**src/rtl/hfc_pkg.sv**
```systemverilog
// ---- hfc_pkg : shared types/constants for hazard_flush_ctrl ---- rev 1.0
`default_nettype none

package hfc_pkg;

  localparam int REG_ADDR_W = 5;

  typedef enum logic [1:0] {
    RUN           = 2'd0,
    TRAP_DRAIN    = 2'd1,
    TRAP_REDIRECT = 2'd2
  } hfc_state_e;

  typedef enum logic [1:0] {
    NONE     = 2'd0,
    LOAD_USE = 2'd1,
    BJ       = 2'd2,
    EXC      = 2'd3
  } hazard_cause_e;

  function automatic logic load_use_hit(
    input logic                  mem_read,
    input logic [REG_ADDR_W-1:0] rd,
    input logic [REG_ADDR_W-1:0] rs1,
    input logic [REG_ADDR_W-1:0] rs2
  );
    return mem_read && (rd != '0) && ((rd == rs1) || (rd == rs2));
  endfunction

endpackage

`default_nettype wire

```
**src/rtl/hfc_perf_counter.sv**
```systemverilog
// ---- hfc_perf_counter : saturating event counter (level or rising-edge) ---- rev 1.0
`default_nettype none

module hfc_perf_counter #(
  parameter int CNT_W     = 32,
  parameter bit EDGE_MODE = 1'b0
) (
  input  logic             clk,
  input  logic             reset_n,
  input  logic             event_in,
  output logic [CNT_W-1:0] count
);

  logic prev_event;
  logic fire;

  assign fire = EDGE_MODE ? (event_in & ~prev_event) : event_in;

  always_ff @(posedge clk or negedge reset_n) begin
    if (!reset_n) begin
      prev_event <= 1'b0;
      count      <= '0;
    end else begin
      prev_event <= event_in;
      if (fire && (count != '1)) begin
        count <= count + 1'b1;
      end
    end
  end

endmodule

`default_nettype wire

```
**src/rtl/hazard_flush_ctrl.sv**
```systemverilog
// ---- hazard_flush_ctrl : load-use / branch / trap pipeline sequencer ---- rev 1.0
// ---- Optional perf counters enabled by defining HFC_PERF_CNT_EN.
`default_nettype none

module hazard_flush_ctrl
  import hfc_pkg::*;
#(
  parameter int              XLEN         = 32,
  parameter logic [XLEN-1:0] TRAP_VECTOR  = 32'h0000_0100,
  parameter int              DRAIN_CYCLES = 2,
  parameter int              CNT_W        = 32
) (
  input  logic                  clk,
  input  logic                  reset_n,
  input  logic [REG_ADDR_W-1:0] id_rs1,
  input  logic [REG_ADDR_W-1:0] id_rs2,
  input  logic [REG_ADDR_W-1:0] ex_rd,
  input  logic                  ex_mem_read,
  input  logic                  ex_is_bj,
  input  logic                  ex_bj_taken,
  input  logic [XLEN-1:0]       ex_bj_target,
  input  logic                  mem_exception,
  input  logic [XLEN-1:0]       mem_pc,
  output logic                  stall_if,
  output logic                  stall_id,
  output logic                  flush_id,
  output logic                  flush_ex,
  output logic                  flush_mem,
  output logic                  pc_redirect,
  output logic [XLEN-1:0]       pc_redirect_addr,
  output logic [XLEN-1:0]       epc,
  output logic                  debug_flush,
  output logic                  debug_is_bj,
  output logic                  debug_exception,
  output logic [CNT_W-1:0]      perf_flush_cnt,
  output logic [CNT_W-1:0]      perf_bj_cnt
);

  localparam int          DRAIN_W    = (DRAIN_CYCLES > 1) ? $clog2(DRAIN_CYCLES) : 1;
  localparam logic [DRAIN_W-1:0] DRAIN_INIT = DRAIN_W'(DRAIN_CYCLES - 1);

  hfc_state_e         state, state_nxt;
  hazard_cause_e      cause;
  logic [DRAIN_W-1:0] drain_cnt;
  logic               load_use;
  logic               any_flush;
  logic               is_bj_d;
  logic               exception_d;

  assign load_use    = load_use_hit(ex_mem_read, ex_rd, id_rs1, id_rs2);
  assign any_flush   = flush_id | flush_ex | flush_mem;
  assign is_bj_d     = ex_is_bj & (state == RUN);
  assign exception_d = (state != RUN) | mem_exception;

  always_comb begin
    state_nxt        = state;
    cause            = NONE;
    stall_if         = 1'b0;
    stall_id         = 1'b0;
    flush_id         = 1'b0;
    flush_ex         = 1'b0;
    flush_mem        = 1'b0;
    pc_redirect      = 1'b0;
    pc_redirect_addr = '0;

    case (state)
      RUN: begin
        if (mem_exception)    cause = EXC;
        else if (ex_bj_taken) cause = BJ;
        else if (load_use)    cause = LOAD_USE;

        case (cause)
          EXC: begin
            stall_if  = 1'b1;
            flush_id  = 1'b1;
            flush_ex  = 1'b1;
            flush_mem = 1'b1;
            state_nxt = TRAP_DRAIN;
          end
          BJ: begin
            pc_redirect      = 1'b1;
            pc_redirect_addr = ex_bj_target;
            flush_id         = 1'b1;
            flush_ex         = 1'b1;
          end
          LOAD_USE: begin
            stall_if = 1'b1;
            stall_id = 1'b1;
            flush_ex = 1'b1;
          end
          default: ;
        endcase
      end

      // Inputs are deliberately ignored while draining the pipe.
      TRAP_DRAIN: begin
        stall_if  = 1'b1;
        flush_id  = 1'b1;
        flush_ex  = 1'b1;
        flush_mem = 1'b1;
        if (drain_cnt == '0) state_nxt = TRAP_REDIRECT;
      end

      TRAP_REDIRECT: begin
        pc_redirect      = 1'b1;
        pc_redirect_addr = TRAP_VECTOR;
        flush_id         = 1'b1;
        state_nxt        = RUN;
      end

      default: state_nxt = RUN;
    endcase
  end

  always_ff @(posedge clk or negedge reset_n) begin
    if (!reset_n) begin
      state           <= RUN;
      drain_cnt       <= '0;
      epc             <= '0;
      debug_flush     <= 1'b0;
      debug_is_bj     <= 1'b0;
      debug_exception <= 1'b0;
    end else begin
      state           <= state_nxt;
      debug_flush     <= any_flush;
      debug_is_bj     <= is_bj_d;
      debug_exception <= exception_d;
      if (cause == EXC) begin
        epc       <= mem_pc;
        drain_cnt <= DRAIN_INIT;
      end else if ((state == TRAP_DRAIN) && (drain_cnt != '0)) begin
        drain_cnt <= drain_cnt - 1'b1;
      end
    end
  end

`ifdef HFC_PERF_CNT_EN
  hfc_perf_counter #(
    .CNT_W     (CNT_W),
    .EDGE_MODE (1'b1)
  ) u_flush_cnt (
    .clk      (clk),
    .reset_n  (reset_n),
    .event_in (any_flush),
    .count    (perf_flush_cnt)
  );

  hfc_perf_counter #(
    .CNT_W     (CNT_W),
    .EDGE_MODE (1'b0)
  ) u_bj_cnt (
    .clk      (clk),
    .reset_n  (reset_n),
    .event_in (is_bj_d),
    .count    (perf_bj_cnt)
  );
`else
  assign perf_flush_cnt = '0;
  assign perf_bj_cnt    = '0;
`endif

endmodule

`default_nettype wire

```
**config.mk**
```make
export PLATFORM = sky130hd
export DESIGN_NAME = hazard_flush_ctrl
export DESIGN_NICKNAME = d
export VERILOG_FILES = /design/src/rtl/hfc_pkg.sv /design/src/rtl/hfc_perf_counter.sv /design/src/rtl/hazard_flush_ctrl.sv
export SDC_FILE = /design/constraint.sdc
export NUM_CORES = 1
export LEC_CHECK = 0
export BUFFER_PORTS_ARGS = -buffer_cell sky130_fd_sc_hd__buf_4
export CORE_MARGIN = 8
export CORE_UTILIZATION = 33
export DETAILED_ROUTE_END_ITERATION = 8
export PLACE_DENSITY = 0.72
export SETUP_SLACK_MARGIN = 0.3
export SYNTH_ARGS = -nofsm -noshare
export SYNTH_HDL_FRONTEND = slang
export SYNTH_SLANG_ARGS = --single-unit
```
**constraint.sdc**
```tcl
create_clock -name clk -period 2.35 [get_ports clk]
set_clock_uncertainty 0.15 [all_clocks]
set_input_delay 0.1175 -clock clk [delete_from_list [all_inputs] [get_ports clk]]
set_output_delay 0.1175 -clock clk [all_outputs]
set_load 0.02 [all_outputs]
```
==> impl_metrics.yaml, run 1 <==
layout:
  stdcell_area_um2: 4090
  final_cell_mix: "buf_4, conb_1, dfrtp_1"
  post-route-util: 0.576
  layout_commonest_cell: "buf_4"
  n_antenna_cell: 0
  nets: 521
  syn_to_final_growth_pct: 72.6
  nFillCells: 616
  drive_above_1_share: 0.531
flow_run:
  cap_violations: 0
pwr:
  power.density_nw_per_um2: 1040
  vdd_ir_drop_max_v: 0.000619
  total_power_mw: 4.24
  leakage_nw: 2.23
worst_setup_path:
  crit_type: "flop to output pin"
  cp_data_arrival_time_ps: 1720
  required_ps: 2080
  end_kind: "output pin"
  cp-start-kind: "flop"
  crit_fanout: 6
clocking:
  cts.clk_slew.worst_paths_ps: 70
  cts_root_buf: "clkbuf_8"
  cts_tree: "built"
  htreeDepth: 2
  cts_sinks: 38
  clock_latency_ps: 280
  cts_buffers: 5
  clockBufferDepth: 2
place:
  hpwl_um: 6200
  port_buffers: 157
  post-place-ws_ps: 390
  place_congestion: 0.783
  placed_cell_area_um2: 3410
floorplan:
  core.rowCount: 31
  coreArea_um2: 7100
  die_y_um: 101
  boundaryPins: 222
  start_util: 0.334
  die_x_um: 101
  dieArea_um2: 10100
grt:
  use_met2: 0.271
  grt_overflow_total: 0
  grt.met1_usage: 0.131
  grt_first_pass_wirelength_um: 11500
  grt.total_usage: 0.144
  antenna_found_initial: 0
  grt.busiest_layer: "met2"
  grt_pass1_vias: 2205
  grt_start_max_net_pins: 39
  grt_util_met3: 0.0739
sta:
  max_freq_ghz: 0.502
  setup_tns_ps: 0
  post-route-min-period_ps: 1990
  finalSetupViolations: 0
  drv_slew: 0
  setup_slack_ps: 360
  hold_viol_final: 0
  period_share: 0.847
  rsz0062_at_grt: "true"
routing:
  drtIter0Drc: 29
  route.detailed.drc: 0
  vias_per_cell: 4.12
  vias: 2193
  routedWlPerCell_um: 15.8
  ant_nets: 0
  first_pass_iters: 4
  drt_wl_total_um: 8430
synthesis:
  synth_cell_types: 30
  synth_seq_cells: 38
  synth.area.top_cells: "dfrtp_1, buf_4, mux2_2"
  seq_area_frac_synth: 0.402
  synth_top_area_frac: 0.402
  yosysWarningCount: 0
  synth_area_leader_cell: "dfrtp_1"
  avgSynthCellArea_um2: 10.6
  synth_cells: 223
  syn-cell-area_um2: 2370
worst_hold_path:
  hold_path_class: "primary input to flop"
outcome:
  status: "completed"
[where the power goes]
part	internal [mW]	switching (mW)
sequential	0.979	0.176
clock	0.236	0.230
combinational	1.31	1.30
[state kept, by name, summed over array words and instances, names as in the netlist]
| name | count |
|---|---|
| debug_is_bj | 1 |
| state | 2 |
| debug_exception | 1 |
| drain_cnt | 1 |
| epc | 32 |
| debug_flush | 1 |
[synthesized netlist by cell type]
master and count:
nor2_1 3, or4_4 1, o21a_1 2, nand2_1 2, inv_1 4, ha_1 4, xnor2_1 4, nor2b_1 2
buf_2 3, and3_1 31, a2111o_1 1, mux2_2 32, a21oi_2 1, a21o_1 1, conb_1 1, and2_1 2
a211o_1 1, a21o_2 1, or2_2 1, nor3_1 2, clkbuf_1 7, and2_2 1, o21ai_0 2, o21ai_2 1
nand3_1 2, xor2_1 6, a21oi_1 2, nand2b_1 1, buf_4 64, dfrtp_1 38
[logic make-up (layout without fill, tap and decap cells)]
kind of cell             Yosys count  after routing  share of synthesized area
AO/OA/AOI/OAI                     12             12                     0.0375
XOR/XNOR                          10             10                     0.0370
adder cells (fa/ha/maj)            4              4                     0.0211
buffers and inverters             78            225                      0.227
flip-flops                        38             38                      0.402
multiplexers                      32             32                      0.152
other                              1             64                    0.00158
AND/OR/NAND/NOR                   48             48                      0.122
[path summary, 6_finish.rpt]
kind,startpoint,cells after the start,endpoint,slack [ps]
setup / recovery,state[0],8,stall_if,360
hold / removal,mem_exception,3,state[0],20
setup reg to reg,state[0],7,epc[13],490
hold reg to reg,epc[23],1,epc[23],360
max in group asynchronous,reset_n,2,state[0],1510
min in group asynchronous,reset_n,2,epc[1],200
[metrics by stage]
stage,hold WS [ps],std cells
3_5_place_dp,-33.5,470
4_1_cts,2.27,513
6_report,20.1,532
5_1_grt,13.3,532
2_1_floorplan,-328,286
3_3_place_gp,-35.2,470
[worst max-delay path, cell delays in order, from the launching register on]
cell	delay, ps
dfrtp_1	410
inv_2	70
ha_4	160
buf_4	150
nand2_2	110
buf_12	120
nand2b_1	80
a21o_2	190
buf_4	160
[what timing repair did]
action,CTS,global route
hold buffers,34,0
hold endpoints to repair,71,0
pin swaps,0,1
setup buffers,0,18
cloned,1,1
setup endpoints to repair,30,30
gates resized for setup,5,9
[area by class of cell]
| cell class | count | area, um2 | area share |
|---|---|---|---|
| flip-flops and latches | 38 | 951 | 0.233 |
| repair buffers | 213 | 1760 | 0.431 |
| inverters | 4 | 15.0 | 0.00368 |
| clock buffers | 6 | 82.6 | 0.0202 |
| clock inverters | 2 | 12.5 | 0.00306 |
| multi-input cells | 170 | 1140 | 0.279 |
| well taps | 99 | 124 | 0.0303 |
[layer usage]
metal,part of all wire,up-vias
met3,0.12,12
met4,0.018,0
met1,0.31,1025
met5,0,-
li1,-,1038
met2,0.55,118
Power figures use the tool's default switching activity.
==> inputs of run 2 (changes only) <==
- PLACE_DENSITY: 0.72 -> 0.75
- clock period: 2.35 -> 1.6 ns (I/O delays scaled with it)
==> run 2 against run 1 <==
  * The flow now finishes with violations (setup timing)
  * Wire length rose by 9.1%
  * Global-route usage rose by 2.4 points
  * Total power rose by 68%
  * Final area rose by 15%
  * Setup slack got worse by 590 ps
  * Via count rose by 3.9%
  * Register-to-register slack got worse by 680 ps
  * Die area did not move
  * Sequential share of layout area fell by 3.1 points
  * Non-clock buffer count rose by 14
  * Clock power rose by 34%
  * Critical endpoint is now pc_redirect_addr[17]
==> impl_metrics.yaml, run 2 (same netlist as run 1, synthesis figures left out) <==
layout:
  largest_reg_flops: 32
  regArea_um2: 951
  syn_to_final_growth_pct: 98.8
  nFillCells: 540
  top_register: "epc"
  nets: 536
  drive_above_1_share: 0.629
  multi_input_area_um2: 1450
  final_cell_mix: "buf_4, conb_1, buf_6"
  n_antenna_cell: 0
  top_regs: "epc (32), state (2)"
  layout_commonest_cell: "buf_4"
worst_setup_path:
  end_kind: "output pin"
  max_stage_delay_ps: 390
  worstSetupStartpoint: "state[1]"
  cp_top_family: "simple AND/OR/NAND/NOR gates"
  path_buf_inv: 3
  crit_fanout: 7
  path_depth: 6
  crit_chain: "inv_2, ha_4, nor2b_4, buf_6, and3_4, buf_6"
  reg2regPathDepth: 8
  crit_type: "flop to output pin"
  slowest_stage: "dfrtp_1"
  path_common_cell: "buf_6"
  cp-endpoint: "pc_redirect_addr[17]"
  cp-start-kind: "flop"
  required_ps: 1370
  cp_data_arrival_time_ps: 1600
  rr_endpoint: "epc[5]"
  rr_startpoint: "state[1]"
  rrSetupSlack_ps: -190
routing:
  ant_nets: 0
  vias: 2278
  first_pass_iters: 3
  routedWlPerCell_um: 16.8
  drtIter0Drc: 40
  vias_per_cell: 4.17
  route.detailed.drc: 0
  drt_wl_total_um: 9200
pwr:
  vdd_ir_drop_max_v: 0.000912
  total_power_mw: 7.13
  leakage_nw: 2.43
  power.density_nw_per_um2: 1510
clocking:
  clock_latency_ps: 270
  cts_tree: "built"
  clockBufferDepth: 2
  cts_root_buf: "clkbuf_8"
  cts_sinks: 38
  htreeDepth: 2
  cts.clk_slew.worst_paths_ps: 70
  cts_buffers: 5
grt:
  grt_overflow_total: 0
  grt_first_pass_wirelength_um: 13500
  grt_pass1_vias: 2597
  grt.total_usage: 0.168
  grt_start_max_net_pins: 39
  antenna_found_initial: 0
worst_hold_path:
  worstHoldStart: "mem_exception"
  hold_path_class: "primary input to flop"
floorplan:
  boundaryPins: 222
  die_x_um: 101
  start_util: 0.334
  core.rowCount: 31
  dieArea_um2: 10100
  coreArea_um2: 7100
  die_y_um: 101
place:
  place_congestion: 0.773
  hpwl_um: 6290
  post-place-ws_ps: -40.1
  port_buffers: 157
sta:
  drv_slew: 0
  period_share: 1.15
  post-route-min-period_ps: 1830
  setup_slack_ps: -233
  finalSetupViolations: 72
  max_freq_ghz: 0.546
  rsz0062_at_grt: "true"
  hold_viol_final: 0
flow_run:
  cap_violations: 0
outcome:
  status: "complete, but fails checks"
  violations: "setup timing"
-- run 2: layout make-up --
type,instances,area share
Sequential cell,38,0.202
Clock buffer,6,0.0154
Timing Repair Buffer,227,0.443
Clock inverter,1,0.00160
Inverter,4,0.00319
Multi-Input combinational cell,171,0.308
Tap cell,99,0.0263
-- run 2: worst min path at each step --
stage	end	slack (ps)	depth (start not counted)
2_1_floorplan	debug_exception	-370	0
3_3_place_gp	epc[28]	-70	1
3_5_place_dp	epc[16]	-70	1
4_1_cts	state[0]	-20	3
5_1_grt	state[0]	20	3
6_report	state[0]	0.8	3
-- run 2: where the power goes --
part | switching, mW | total, mW | internal [mW]
sequential | 0.286 | 1.72 | 1.44
clock | 0.325 | 0.624 | 0.299
combinational | 2.16 | 4.78 | 2.62
total | 2.77 | 7.13 | 4.36
-- run 2: what timing repair did --
item                                    in CTS  in global routing
hold endpoints to repair                    72                  0
resized for setup                           78                 19
endpoints found under the setup margin      75                 75
cloned                                       5                  0
setup buffers                                9                  6
hold buffers                                34                  0
pin swaps                                    9                  7
-- run 2: per-stage QoR --
step	setup TNS [ps]	hold WS, ps	instance area, um2	std cells	util
floorplan	-1870	-366	2840	286	-
global placement	0	-69.1	3710	485	0.523
detailed placement	-469	-69.3	3710	485	0.523
CTS	-11150	-18.0	4590	540	0.646
global route	-15980	18.4	4710	546	0.663
finish	-11450	0.771	4710	546	0.663
-- run 2: per-layer routing --
layer | GRT usage | routed length [um]
met5 | 0 | 0
met4 | 0.0477 | 138
met3 | 0.0532 | 789
met2 | 0.318 | 5120
met1 | 0.170 | 3150
-- run 2: tightest hold or removal path: stages --
cell and delay [ps]:
buf_4 150, a21oi_2 70, nor2_1 90
==> inputs of run 3 (changes only) <==
- REMOVE_ABC_BUFFERS: default -> 1
==> run 3 against run 2 <==
  * The run still ends with setup timing left
  * Clock power grew 13%
  * Register-to-register slack barely moved
  * Combinational power shrank 9.2%
  * Sequential cell count did not move
  * Utilization is 3.9 points lower
  * Setup slack got worse by 66 ps
  * Final area is 5.9% lower
  * Critical endpoint is now pc_redirect_addr[11]
  * Largest power group unchanged
==> impl_metrics.yaml, run 3 (same netlist as run 1, synthesis figures left out) <==
outcome:
  violations: "setup timing"
  status: "complete, but fails checks"
place:
  place_congestion: 0.794
  placedCellCount: 481
  hpwl_um: 6100
  placed_cell_area_um2: 3500
  port_buffers: 157
sta:
  post-route-min-period_ps: 1900
  setup_tns_ps: -15250
  hold_ws_ps: 149
  rsz0062_at_grt: "true"
  max_freq_ghz: 0.527
  drv_slew: 0
  hold_viol_final: 0
  finalSetupViolations: 70
  setup_slack_ps: -299
  period_share: 1.19
floorplan:
  start_util: 0.334
  dieArea_um2: 10100
  coreArea_um2: 7100
  die_y_um: 101
  die_x_um: 101
  boundaryPins: 222
  core.rowCount: 31
worst_hold_path:
  hold_path_class: "primary input to flop"
pwr:
  leakage_nw: 2.29
  vdd_ir_drop_max_v: 0.000921
  power.density_nw_per_um2: 1530
worst_setup_path:
  crit_chain: "inv_2, ha_4, nor2b_4, buf_6, and3_1, buf_6"
  cp_data_arrival_time_ps: 1670
  path_common_cell: "buf_6"
  max_stage_delay_ps: 390
  end_kind: "output pin"
  crit_fanout: 8
  required_ps: 1370
  path_buf_inv: 3
  cp-start-kind: "flop"
  slowest_stage: "dfrtp_1"
  crit_type: "flop to output pin"
  cp_top_family: "simple AND/OR/NAND/NOR gates"
layout:
  post-route-util: 0.624
  stdcell_area_um2: 4430
  top_regs: "epc (32), state (2)"
  final_cell_mix: "buf_4, conb_1, buf_6"
  top_register: "epc"
  fin_cells: 543
  layout_commonest_cell: "buf_4"
  nets: 530
  drive_above_1_share: 0.590
  largest_reg_flops: 32
  syn_to_final_growth_pct: 87.0
grt:
  antenna_found_initial: 2
  grt_overflow_total: 0
  grt_first_pass_wirelength_um: 12300
  grt_start_max_net_pins: 39
  grt_pass1_vias: 2390
  grt.total_usage: 0.152
routing:
  vias: 2301
  routedWlPerCell_um: 17.0
  first_pass_iters: 4
  drtIter0Drc: 36
  drt_wl_total_um: 9250
  route.detailed.drc: 0
  vias_per_cell: 4.24
  ant_nets: 0
clocking:
  htreeDepth: 2
  clockBufferDepth: 2
  cts_buffers: 5
  cts_tree: "built"
  cts_root_buf: "clkbuf_8"
  clock_latency_ps: 290
  cts.clk_slew.worst_paths_ps: 80
  cts_sinks: 38
flow_run:
  cap_violations: 0
## run 3: cell types whose count changed in the layout (fill, tap and decap cells not counted), sizes merged
cell | before | now
nor2b | 3 | 2
buf | 193 | 185
clkinv | 0 | 1
diode | 0 | 2
dlygate4sd3 | 34 | 35
clkbuf | 6 | 8
## run 3: power breakdown
part | switching (mW) | internal (mW)
registers | 0.271 | 1.44
clock network | 0.357 | 0.347
logic | 2.08 | 2.26
total | 2.71 | 4.05
## run 3: per-layer routing
| layer | up-vias | wire length, um | GRT usage | share of wire |
|---|---|---|---|---|
| li1 | 1057 | - | - | - |
| met1 | 1104 | 2940 | 0.133 | 0.32 |
| met2 | 124 | 5240 | 0.301 | 0.57 |
| met3 | 16 | 932 | 0.0642 | 0.10 |
| met4 | 0 | 138 | 0.0442 | 0.015 |
| met5 | - | 0 | 0 | 0 |
## run 3: area by class of cell
type                    instances  area [um2]
well taps                      99         124
repair buffers                222        1970
flip-flops and latches         38         951
fillers                       581        2670
multi-input cells             170        1260
inverters                       4        15.0
clock inverters                 2        12.5
diodes                          2        5.00
clock buffers                   6        82.6
## run 3: worst paths after layout
path                       slack [ps]  cells after the start                    to     startpoint
setup / recovery                 -300                      6  pc_redirect_addr[11]       state[1]
hold / removal                    150                      5       debug_exception  mem_exception
setup reg to reg                 -180                      7               epc[18]       state[0]
hold reg to reg                   360                      1                epc[6]         epc[6]
max in group asynchronous         790                      2               epc[13]        reset_n
min in group asynchronous         180                      2               epc[25]        reset_n
## run 3: timing repair
| action | 4_1_cts | 5_1_grt |
|---|---|---|
| resized for setup | 32 | 50 |
| endpoints found under the hold margin | 72 | 0 |
| cloned | 1 | 4 |
| setup buffers | 5 | 7 |
| pin swaps | 9 | 17 |
| endpoints found under the setup margin | 75 | 76 |
| hold buffers | 35 | 0 |
## run 3: worst reg2reg max path, delay by kind of cell, from the launching register on
kind,cells,cell delay [ps]
buffers and inverters,4,500
flip-flops,1,370
multiplexers,1,330
adder cells (fa/ha/maj),1,160
AND/OR/NAND/NOR,1,150
## run 3: metrics by stage
step,power (mW),setup WS [ps]
detailed placement,5.15,-62.4
floorplan,3.50,-734
finish,6.76,-299
global placement,5.08,-67.6
global route,7.11,-380
CTS,6.31,-257
